===== src/rtl/cfg_region_router.sv =====
// Table-driven config-bus router: decodes the region-select field, forwards one
// transaction at a time to the selected slave and returns its response or a bus error.
module cfg_region_router #(
  parameter int                     ADDR_WIDTH     = 16,
  parameter int                     DATA_WIDTH     = 32,
  parameter int                     SEL_LSB        = 12,
  parameter int                     NUM_REGIONS    = 13,
  parameter logic [NUM_REGIONS-1:0] REGION_EN      = '1,
  parameter int                     TIMEOUT_CYCLES = 255,
  parameter logic [DATA_WIDTH-1:0]  ERR_RDATA      = DATA_WIDTH'(32'hBADC_0FFE)
) (
  input  logic                              clk_i,
  input  logic                              rst_i,
  input  logic                              cfg_req_i,
  output logic                              cfg_gnt_o,
  input  logic [ADDR_WIDTH-1:0]             cfg_addr_i,
  input  logic                              cfg_wen_i,
  input  logic [DATA_WIDTH-1:0]             cfg_wdata_i,
  output logic                              cfg_rvalid_o,
  output logic [DATA_WIDTH-1:0]             cfg_rdata_o,
  output logic                              cfg_err_o,
  output logic [NUM_REGIONS-1:0]            slv_req_o,
  output logic [SEL_LSB-1:0]                slv_addr_o,
  output logic                              slv_wen_o,
  output logic [DATA_WIDTH-1:0]             slv_wdata_o,
  input  logic [NUM_REGIONS-1:0]            slv_gnt_i,
  input  logic [NUM_REGIONS-1:0]            slv_rvalid_i,
  input  logic [NUM_REGIONS*DATA_WIDTH-1:0] slv_rdata_i,
  output logic [7:0]                        err_count_o
);

  localparam int SEL_W = ADDR_WIDTH - SEL_LSB;
  localparam int CNT_W = $clog2(TIMEOUT_CYCLES + 1) + 1;
  localparam logic [CNT_W-1:0] TO_LIM = CNT_W'(TIMEOUT_CYCLES);

  typedef enum logic [1:0] {IDLE, FWD, WAIT, RESP} state_t;

  state_t                state;
  logic [SEL_W-1:0]      sel;
  logic [SEL_LSB-1:0]    off;
  logic                  wen;
  logic [DATA_WIDTH-1:0] wdata;
  logic [DATA_WIDTH-1:0] rdata;
  logic                  err;
  logic [CNT_W-1:0]      cnt;
  logic [7:0]            err_count;

  logic [SEL_W-1:0]       sel_in;
  logic                   mapped;
  logic                   gnt_s;
  logic                   rvalid_s;
  logic [DATA_WIDTH-1:0]  rdata_s;
  logic [NUM_REGIONS-1:0] req_vec;
  logic [CNT_W-1:0]       cnt_nxt;
  logic                   timeout;

  function automatic logic [7:0] sat_inc8(input logic [7:0] v);
    return (v == 8'hFF) ? v : v + 8'd1;
  endfunction

  assign sel_in  = cfg_addr_i[ADDR_WIDTH-1:SEL_LSB];
  assign cnt_nxt = cnt + CNT_W'(1);
  // Compare against the incremented count so the error response lands TIMEOUT_CYCLES+1 after accept
  assign timeout = (TIMEOUT_CYCLES != 0) && (cnt_nxt == TO_LIM);

  // Region decode for the incoming address and strobe filtering for the latched region
  always_comb begin
    mapped   = 1'b0;
    gnt_s    = 1'b0;
    rvalid_s = 1'b0;
    rdata_s  = '0;
    req_vec  = '0;
    for (int i = 0; i < NUM_REGIONS; i++) begin
      if (sel_in == SEL_W'(i)) mapped = REGION_EN[i];
      if (sel == SEL_W'(i)) begin
        gnt_s      = slv_gnt_i[i];
        rvalid_s   = slv_rvalid_i[i];
        rdata_s    = slv_rdata_i[i*DATA_WIDTH +: DATA_WIDTH];
        req_vec[i] = 1'b1;
      end
    end
  end

  always_ff @(posedge clk_i or posedge rst_i) begin
    if (rst_i) begin
      state     <= IDLE;
      err       <= 1'b0;
      cnt       <= '0;
      err_count <= '0;
    end else begin
      if (state == RESP && err) err_count <= sat_inc8(err_count);
      case (state)
        IDLE: begin
          if (cfg_req_i) begin
            cnt   <= '0;
            err   <= !mapped;
            state <= mapped ? FWD : RESP;
          end
        end
        FWD: begin
          cnt <= cnt_nxt;
          if (timeout) begin
            err   <= 1'b1;
            state <= RESP;
          end else if (gnt_s) begin
            state <= rvalid_s ? RESP : WAIT;
          end
        end
        WAIT: begin
          cnt <= cnt_nxt;
          if (timeout) begin
            err   <= 1'b1;
            state <= RESP;
          end else if (rvalid_s) begin
            state <= RESP;
          end
        end
        RESP:    state <= IDLE;
        default: state <= IDLE;
      endcase
    end
  end

  // Payload and response data registers; outputs are gated by state, so no reset needed
  always_ff @(posedge clk_i) begin
    if (state == IDLE && cfg_req_i) begin
      sel   <= sel_in;
      off   <= cfg_addr_i[SEL_LSB-1:0];
      wen   <= cfg_wen_i;
      wdata <= cfg_wdata_i;
    end
    if ((state == FWD && gnt_s && rvalid_s) || (state == WAIT && rvalid_s)) rdata <= rdata_s;
  end

  assign cfg_gnt_o    = (state == IDLE);
  assign slv_req_o    = (state == FWD) ? req_vec : '0;
  assign slv_addr_o   = (state == FWD) ? off : '0;
  assign slv_wen_o    = (state == FWD) && wen;
  assign slv_wdata_o  = (state == FWD) ? wdata : '0;
  assign cfg_rvalid_o = (state == RESP);
  assign cfg_err_o    = (state == RESP) && err;
  assign cfg_rdata_o  = (state != RESP) ? '0 : (err ? ERR_RDATA : rdata);
  assign err_count_o  = err_count;

endmodule


===== config.mk =====
export PLATFORM = sky130hd
export DESIGN_NAME = cfg_region_router
export DESIGN_NICKNAME = d
export VERILOG_FILES = /design/src/rtl/cfg_region_router.sv
export SDC_FILE = /design/constraint.sdc
export NUM_CORES = 1
export LEC_CHECK = 0
export ABC_AREA = 1
export BUFFER_PORTS_ARGS = -buffer_cell sky130_fd_sc_hd__buf_2
export CAP_MARGIN = 25
export CORE_AREA = 2 2 229 231
export DETAILED_ROUTE_END_ITERATION = 16
export DIE_AREA = 0 0 231 233
export GPL_TIMING_DRIVEN = 1
export PLACE_DENSITY = 0.33
export SYNTH_ARGS = -nofsm -noshare
export SYNTH_HDL_FRONTEND = slang
export SYNTH_SLANG_ARGS = --single-unit

===== constraint.sdc =====
create_clock -name clk_i -period 4.7 [get_ports clk_i]
set_input_delay 0.705 -clock clk_i [delete_from_list [all_inputs] [get_ports clk_i]]
set_output_delay 0.705 -clock clk_i [all_outputs]
set_load 0.05 [all_outputs]

== Word-level counts from Yosys, hierarchy flattened ==
Cells that the tools add are included.
Storage, ports and cells
  word-level logic and storage cells: 146
  bits of input ports: 494
  register bits: 101
Operators by class
  $add $sub $neg: 2
  reductions and logical operators: 17
  equal/unequal tests: 34
  multiplexer cells: 83
  bitwise logic cells: 1
Operator list (number)
  $mux W32: 16
  $mux W1: 55
  $eq A4 B4 Y1 const B: 10
  $eq A4 B3 Y1 const B: 8
  $pmux W9 S2: 1
  $eq A4 B2 Y1 const B: 4
  $mux W13: 1
  $mux W12: 1
  $mux W2: 6
  $add A9 B1 Y9 const B: 1
  $eq A9 B8 Y1 const B: 1
  $mux W9: 1
  $add A8 B1 Y8 const B: 1
  $eq A4 B1 Y1 const B: 2
  $eq A8 B8 Y1 const B: 1
  $logic_not A4 Y1: 2
  $pmux W2 S4: 1
  $logic_and A1 B1 Y1: 6
  $ne A3 B3 Y1 const B: 2
  $reduce_and A3 Y1: 2
  $eq A2 B2 Y1 const B: 2
  $ne A2 B2 Y1 const B: 2
  $reduce_and A2 Y1: 2
  $eq A2 B1 Y1 const B: 1
  other kinds (8): 8

== Depth between registers and ports, before layout ==
Gate-level depths: netlist of run 1.
  depth after elaboration: 18
  depth in mapped cells: 15
  gate-level depth less buffers: 15

== Worst setup path before layout of run 1 ==
Ideal clock, no wire load.
  path type: reg2reg
  from: reg sel[1]
  to: reg rdata[0], enable pin
  path slack: 1179 ps
  arrival: 3090 ps
  cell stages (with the launch flop): 10
  clock period less this slack: 3521 ps
  required time: 4268 ps
  library setup time: 432 ps
  path through: edfxtp_1 > nor2_4 > inv_4 > nor2_1 > nand2_1 > nand4_1 > nor2_2 > nand2_2 > a21oi_1 > a21oi_1
Between the ends
  word-level cells in the longest chain between the ends: 17
  elaborated cells between the ends (all ways): 43
  classes of those cells: eq/ne (12); mux (26); reduce/logical (5)
Ends and longest elaborated chain
  from (decl): line 39  | logic [SEL_W-1:0] sel;
  from (signal assigned): line 127  | sel <= sel_in;
  $logic_not A4 Y1: line 75  | if (sel == SEL_W'(i)) begin
  $mux W1 (13 in series): line 75
  $logic_and A1 B1 Y1 (2 in series): line 132  | if ((state == FWD && gnt_s && rvalid_s) || (state == WAIT && rvalid_s)) rdata <= rdata_s;
  $logic_or A1 B1 Y1 *: line 132
  to (signal assigned): line 132
  to (decl): line 43  | logic [DATA_WIDTH-1:0] rdata;
Mark *: on every way between the ends. The rest lies on a longest branch, timed or not.
A chain may end at the register's enable or synchronous reset.

== Worst setup path after layout of run 1 ==
  from: reg sel[1]
  to: reg rdata[24], enable pin
Same word-level chain as after synthesis.

==> metrics.md, run 1 <==
| Metric | Value |
|---|---|
| Die extent in x | `231 um` |
| Post-route DRC | `0` |
| CTS Root Cell | `clkbuf_16` |
| Synth-to-Final Area Change | `54.6%` |
| Routed len/inst | `between 20 and 25 um` |
| Status | `complete, no violations` |
| Vias in the first global route | `between 10000 and 15000` |
| H-tree depth | `3` |
| Cell Area, Synth | `approximately 7500 um^2` |
| Tot GR Track Use | `19.6%` |
| Register bit total from synthesis | `101` |
| Post-synthesis sequential area ratio | `39.3%` |
| Rel. slew slack | `33.1%` |
| Initial drt markers | `657` |
| CP Class | `register to register` |
| Min cycle time layout | `between 3000 and 4000 ps` |
| Tot Pwr | `5.20 mW` |
| CTS max path bufs | `2` |
| Crit share post-route | `76.0%` |
| Final Setup Violations | `0` |
| CTS hold repair buffers | `0` |
| Row count | `just over 80` |
| Clk slew on worst S/H paths | `approximately 80 ps` |
| Yosys cell types | `39` |
| Setup Skew | `12.2 ps` |
| Leakage | `approximately 5.9 nW` |
| Port Buffers | `approximately 600` |
| Element type at the critical path end | `register` |
| Yosys top cell area share | `32.6%` |
| Slew Limit Fails | `0` |
| Hold Vio Cnt, Final | `0` |
| I/O pin count | `595` |
| Dpl cells | `2303` |
| Vias | `10000` |
| Arr. time, crit path | `3600 ps` |
| Post-synth top area cell | `edfxtp_1` |
| Slew @ Worst Pin | `1000 ps` |
| CTS buffer count | `9` |
| Routed WL | `54100 um` |
| Syn Area/Cell | `about 7 um^2` |
| CP delay by family, top | `simple AND/OR/NAND/NOR gates` |
| Synth Warn # | `0` |
| Max FO, Critical Path | `35` |
| Largest net degree at the start of global routing | `49` |
| CTS tree | `built` |
| Largest stage delay, worst path | `between 800 and 900 ps` |
| Die Ht | `around 230 um` |
| Worst r2r src | `sel[1]$_DFFE_PP_` |
| Critical-path cell list | `nor2_4 -> inv_4 -> nor2_4 -> nand2_1 -> nand4_1 -> o21ai_1 -> nand4_1 -> nor2_2 -> nand2_2 -> a21oi_1 -> a21oi_4 -> buf_4` |
| Hold Crit Class | `input port to async pin` |
| Worst Path Required | `roughly 4700 ps` |
| Non-filler instance count after layout | `2324` |
| Syn nets | `1572` |
| Detail Route Antenna Nets | `0` |
| Fin Hold WS | `slightly below 500 ps` |
| PD cells | `450 nW/um^2` |
| Fraction of layout cells with a size suffix above 1 | `40.5%` |
| Worst VDD drop | `175 uV` |
| Initial antenna violation count | `21` |
| WP buf/inv | `2` |
| Layout Nets | `2135` |
| Die area | `53800 um^2` |
| Fin util | `22.6%` |
| Setup crit start kind | `register` |
| Core region area | `51100 um^2` |
| Synth area leaders | `edfxtp_1 (33%), nand2_1 (19%), nand3_1 (7.2%)` |
| Initial Util | `14.6%` |
| Vias per std cell | `4.31` |
| Setup Buffers After CTS | `0` |
| Global route total overflow | `0` |
| Setup TNS Final | `0 ps` |
| MaxCap Viol Count | `0` |
| PostCTS Resize Cnt | `0` |
| Worst Setup SP | `sel[1]$_DFFE_PP_` |
| Gp weighted congestion | `around 0.94` |
| Post-synthesis cell count | `around 1100` |
| Clk Latency, worst-skew pair | `380 ps` |
| Clock sinks | `101` |
| CP max-delay cell | `nor2_4` |
| First-pass GRT wire length | `74500 um` |
| RSZ-0062 raised after global routing | `no` |
| DR pass1 iterations | `5` |
| Hpwl dp | `around 46000 um` |
| Max Clk Rate | `~0.28 GHz` |
[cells in the mapped netlist, drive strengths merged]
cell and count:
a21oi 65, a221o 4, a221oi 13, a22oi 1
a31oi 1, buf 34, clkbuf 27, clkinv 1
dfrtp 20, edfxtp 81, ha 7, inv 97
nand2 387, nand3 107, nand3b 2, nand4 77
nor2 54, nor3 7, nor4 2, o2111ai 1
o211ai 1, o21ai 65, o22ai 5, or2 3
xnor2 3, xor2 6
[worst paths after layout]
| check | endpoint | slack (ps) | depth (start not counted) |
|---|---|---|---|
| min in group clk_i | err_count_o[7]$_DFFE_PP0P_ | 490 | 1 |
| min reg2reg | err_count_o[7]$_DFFE_PP0P_ | 490 | 1 |
| min | err_count_o[6]$_DFFE_PP0P_ | 490 | 2 |
| max reg2reg | rdata[24]$_DFFE_PP_ | 1130 | 12 |
| max in group asynchronous | cnt[8]$_DFFE_PP0P_ | 3680 | 2 |
| max | rdata[24]$_DFFE_PP_ | 1130 | 12 |
[final cells by class]
type,instances,area [um^2]
Antenna cell,5,12.5
Multi-Input combinational cell,811,3930
Fill cell,6007,39500
Tap cell,680,851
Clock buffer,9,225
Inverter,98,370
Timing Repair Buffer,613,3130
Sequential cell,101,2930
Clock inverter,7,106
[worst register-to-register path, stage by stage, from the launching register on]
cell and delay [ps]:
edfxtp_1 570, nor2_4 820, inv_4 170, nor2_4 390
nand2_1 90, nand4_1 100, o21ai_1 110, nand4_1 150
nor2_2 60, nand2_2 70, a21oi_1 90, a21oi_4 130
buf_4 410
[flip-flops by register name, summed over array words and instances, names as in the netlist]
register,cells
cnt,9
sel,4
off,12
wen,1
err_count_o,8
wdata,32
state,2
rdata,32
err,1
[kinds of logic after synthesis]
| kind of cell | share of synthesized area, % |
|---|---|
| AND/OR/NAND/NOR | 38.2 |
| buffers and inverters | 8.69 |
| AO/OA/AOI/OAI | 11.6 |
| flip-flops | 39.3 |
| XOR/XNOR | 1.06 |
| adder cells (fa/ha/maj) | 1.17 |
[stage by stage]
| stage | setup slack [ps] | area [um^2] |
|---|---|---|
| 3_3_place_gp | 1050 | 11200 |
| 6_report | 1130 | 11600 |
| 3_5_place_dp | 1130 | 11200 |
| 2_1_floorplan | 1180 | 7470 |
| 5_1_grt | 862 | 11500 |
| 4_1_cts | 1110 | 11500 |
[report_power, final]
part | internal, mW | total [mW] | switching (mW)
Clock | 0.474 | 0.862 | 0.388
Sequential | 1.23 | 1.33 | 0.0952
Combinational | 0.736 | 3.01 | 2.27
[metal layers]
layer,vias to the layer above,wire [um],track usage [%]
met1,4748,23200,25.1
met3,55,3730,4.63
li1,4769,-,-
met5,-,77,0
met2,421,26400,33.4
met4,14,776,3.77
[placed cells by master, fill, tap and decap left out, drive strengths merged, types with 2 or more instances in the layout]
master and instances:
a221oi 13, xor2 6, o22ai 5, ha 7, nand3b 2, nor3 7
nor4 2, a21oi 65, or2 3, dfrtp 20, buf 613, xnor2 3
nor2 54, bufinv 2, nand4 77, clkinv 3, inv 99, edfxtp 81
o21ai 65, a221o 4, nand3 107, nand2 387, diode 5, clkbuf 9
Power figures use the tool's default switching activity.
==> inputs of run 2 (changes only) <==
==> constraint.sdc (replaced) <==
create_clock -name clk_i -period 3.6 [get_ports clk_i]
set_input_delay 0.54 -clock clk_i [delete_from_list [all_inputs] [get_ports clk_i]]
set_output_delay 0.54 -clock clk_i [all_outputs]
set_load 0.05 [all_outputs]
==> run 2 against run 1 <==
Effect of this change: total power increased by 31%; largest cell class unchanged; flip-flop and latch count stayed put; first-iteration DRC count fell by 3.8%; largest power group unchanged; clock power increased by 26%; critical path depth down 6; final area up 1.2%; combinational power increased by 32%; utilization grew 0.28 points; sequential power increased by 30%; clock-buffer cell count did not move.
==> metrics.md, run 2 (same netlist as run 1, synthesis figures left out) <==
| Metric | Value |
|---|---|
| Clk slew on worst S/H paths | `80 ps (about the same)` |
| Setup crit start kind | `register` |
| CTS buffer count | `9 (unchanged)` |
| PostCTS Resize Cnt | `0 (unchanged)` |
| CTS max path bufs | `2 (unchanged)` |
| Hpwl dp | `45400 um (-0.93%)` |
| Clk Latency, worst-skew pair | `380 ps (about the same)` |
| P_int | `3.15 mW (+29%)` |
| Detail Route Antenna Nets | `0 (unchanged)` |
| Vias in the first global route | `10400 (+2.7%)` |
| Setup Buffers After CTS | `0 (unchanged)` |
| Routed WL | `53900 um (-0.47%)` |
| Max Clk Rate | `0.317 GHz` |
| Fraction of layout cells with a size suffix above 1 | `40.7% (+0.18 points)` |
| Combinational Power Share | `58.5% (+0.6 points)` |
| Hold Crit Class | `input port to async pin` |
| Initial antenna violation count | `12 (-43%)` |
| Sw Pwr | `3.65 mW (+32%)` |
| Global route total overflow | `0 (unchanged)` |
| RSZ-0062 raised after global routing | `no` |
| Clock sinks | `101 (unchanged)` |
| Most common cell after layout, fill and taps aside | `buf_2` |
| PD cells | `581 nW/um^2 (+29%)` |
| Die Ht | `233 um (unchanged)` |
| DR pass1 iterations | `5 (unchanged)` |
| Dpl cells | `2308 (+0.22%)` |
| Largest net degree at the start of global routing | `65 (+33%)` |
| Setup TNS Final | `0 ps (unchanged)` |
| Final Setup Violations | `0 (unchanged)` |
| I/O pin count | `595 (unchanged)` |
| Crit share post-route | `87.5%` |
| Hold Vio Cnt, Final | `0 (unchanged)` |
| Critical-path cell list | `nor2_8 -> inv_2 -> nor2_4 -> inv_1 -> nor2_1 -> buf_12` |
| Setup Skew | `12.2 ps (+0.0717 ps)` |
| Gp weighted congestion | `0.989 (+4.7%)` |
| Largest regs | `rdata: 32 flops, wdata: 32 flops, off: 12 flops` |
| Status | `complete, no violations` |
| Die extent in x | `231 um (unchanged)` |
| Row count | `83 (unchanged)` |
| Slew @ Worst Pin | `910 ps (-90.6 ps)` |
| First-pass GRT wire length | `74300 um (-0.21%)` |
| Synth-to-Final Area Change | `56.5%` |
| H-tree depth | `3 (unchanged)` |
| Die area | `53800 um^2 (unchanged)` |
| Vias per std cell | `4.28 (-0.70%)` |
| Largest stage delay, worst path | `570 ps (-250 ps)` |
| Max FO, Critical Path | `29 (-17%)` |
| Routed len/inst | `23.1 um (-0.76%)` |
| CTS Root Cell | `clkbuf_16` |
| Switching Share | `53.7% (+0.69 points)` |
| Non-filler instance count after layout | `2331 (+0.30%)` |
| Element type at the critical path end | `output pin` |
| Port Buffers | `594 (unchanged)` |
| Tot Pwr | `6.80 mW (+31%)` |
| MaxCap Viol Count | `0 (unchanged)` |
| Slew Limit Fails | `0 (unchanged)` |
| Layout Nets | `2140 (+0.23%)` |
| Arr. time, crit path | `2610 ps (-990 ps)` |
| Core region area | `51100 um^2 (unchanged)` |
| Post-route DRC | `0 (unchanged)` |
| CP max-delay cell | `edfxtp_1` |
| Share of power burned in registers | `25.5% (about the same)` |
| Tot GR Track Use | `19.4% (-0.13 points)` |
| Initial Util | `14.6% (unchanged)` |
| CTS tree | `built` |
| Min cycle time layout | `3150 ps` |
| Vias | `9967 (-0.40%)` |
| CTS hold repair buffers | `0 (unchanged)` |
| Leakage | `5.97 nW (+0.64%)` |
| CP Class | `register to output pin` |
| Share of total power in the clock network | `16.0% (-0.6 points)` |
| Most frequent cells in the layout | `buf_2 (587), nand2_1 (384), nand3_1 (107), inv_1 (84), edfxtp_1 (81)` |
| Initial drt markers | `632 (-3.8%)` |
| Worst VDD drop | `261 uV (+50%)` |
| Worst Path Required | `3060 ps (-1660 ps)` |
| Rel. slew slack | `39.3% (+6.1 points)` |
[run 2: path summary, 6_finish.rpt]
| path | startpoint | endpoint | slack [ps] | depth (start not counted) |
|---|---|---|---|---|
| worst max-delay path | sel[1]$_DFFE_PP_ | slv_req_o[9] | 450 | 6 |
| worst min-delay path | rst_i | err_count_o[0]$_DFFE_PP0P_ | 330 | 2 |
| worst max register to register | sel[1]$_DFFE_PP_ | rdata[6]$_DFFE_PP_ | 650 | 10 |
| worst min register to register | err_count_o[0]$_DFFE_PP0P_ | err_count_o[0]$_DFFE_PP0P_ | 530 | 1 |
| max in group asynchronous | rst_i | cnt[7]$_DFFE_PP0P_ | 2730 | 2 |
| min in group clk_i | cfg_addr_i[4] | off[4]$_DFFE_PP_ | 330 | 1 |
[run 2: through the flow]
| stage | hold WS (ps) | utilization (%) | cell area, um^2 | setup slack, ps |
|---|---|---|---|---|
| 2_1_floorplan | 504 | - | 7470 | 78.6 |
| 3_3_place_gp | 504 | 22.2 | 11400 | 608 |
| 3_5_place_dp | 514 | 22.2 | 11400 | 600 |
| 4_1_cts | 293 | 22.9 | 11700 | 398 |
| 5_1_grt | 306 | 22.9 | 11700 | 330 |
| 6_report | 325 | 22.9 | 11700 | 450 |
[run 2: cell type report]
class / instances / area (um^2)
Antenna cell: 7 / 17.5
Fill cell: 6015 / 39400
Tap cell: 680 / 851
Multi-Input combinational cell: 811 / 3930
Clock buffer: 9 / 225
Clock inverter: 7 / 88.8
Inverter: 98 / 370
Sequential cell: 101 / 2930
Timing Repair Buffer: 618 / 3280
[run 2: power by group through the flow]
stage	combinational (mW)	clock, mW	sequential (mW)
final	3.97	1.09	1.73
after global routing	4.30	1.17	1.76
after CTS	4.04	1.15	1.73
after detailed placement	4.02	0	1.76
after global placement	4.03	0	1.76
after floorplan	2.46	0	1.81
[run 2: routing by layer]
layer  routed length, um  vias up  GRT usage [%]
met5                  27        -              0
met4                1020        4           5.38
met3                3510       44           4.69
met2               25700      410           32.2
met1               23600     4725           25.0
li1                    -     4784              -
[run 2: worst max-delay path, delay by kind of cell, from the launching register on]
family	cells	cell delay, ps
flip-flops	1	570
buffers and inverters	3	540
AND/OR/NAND/NOR	3	1090
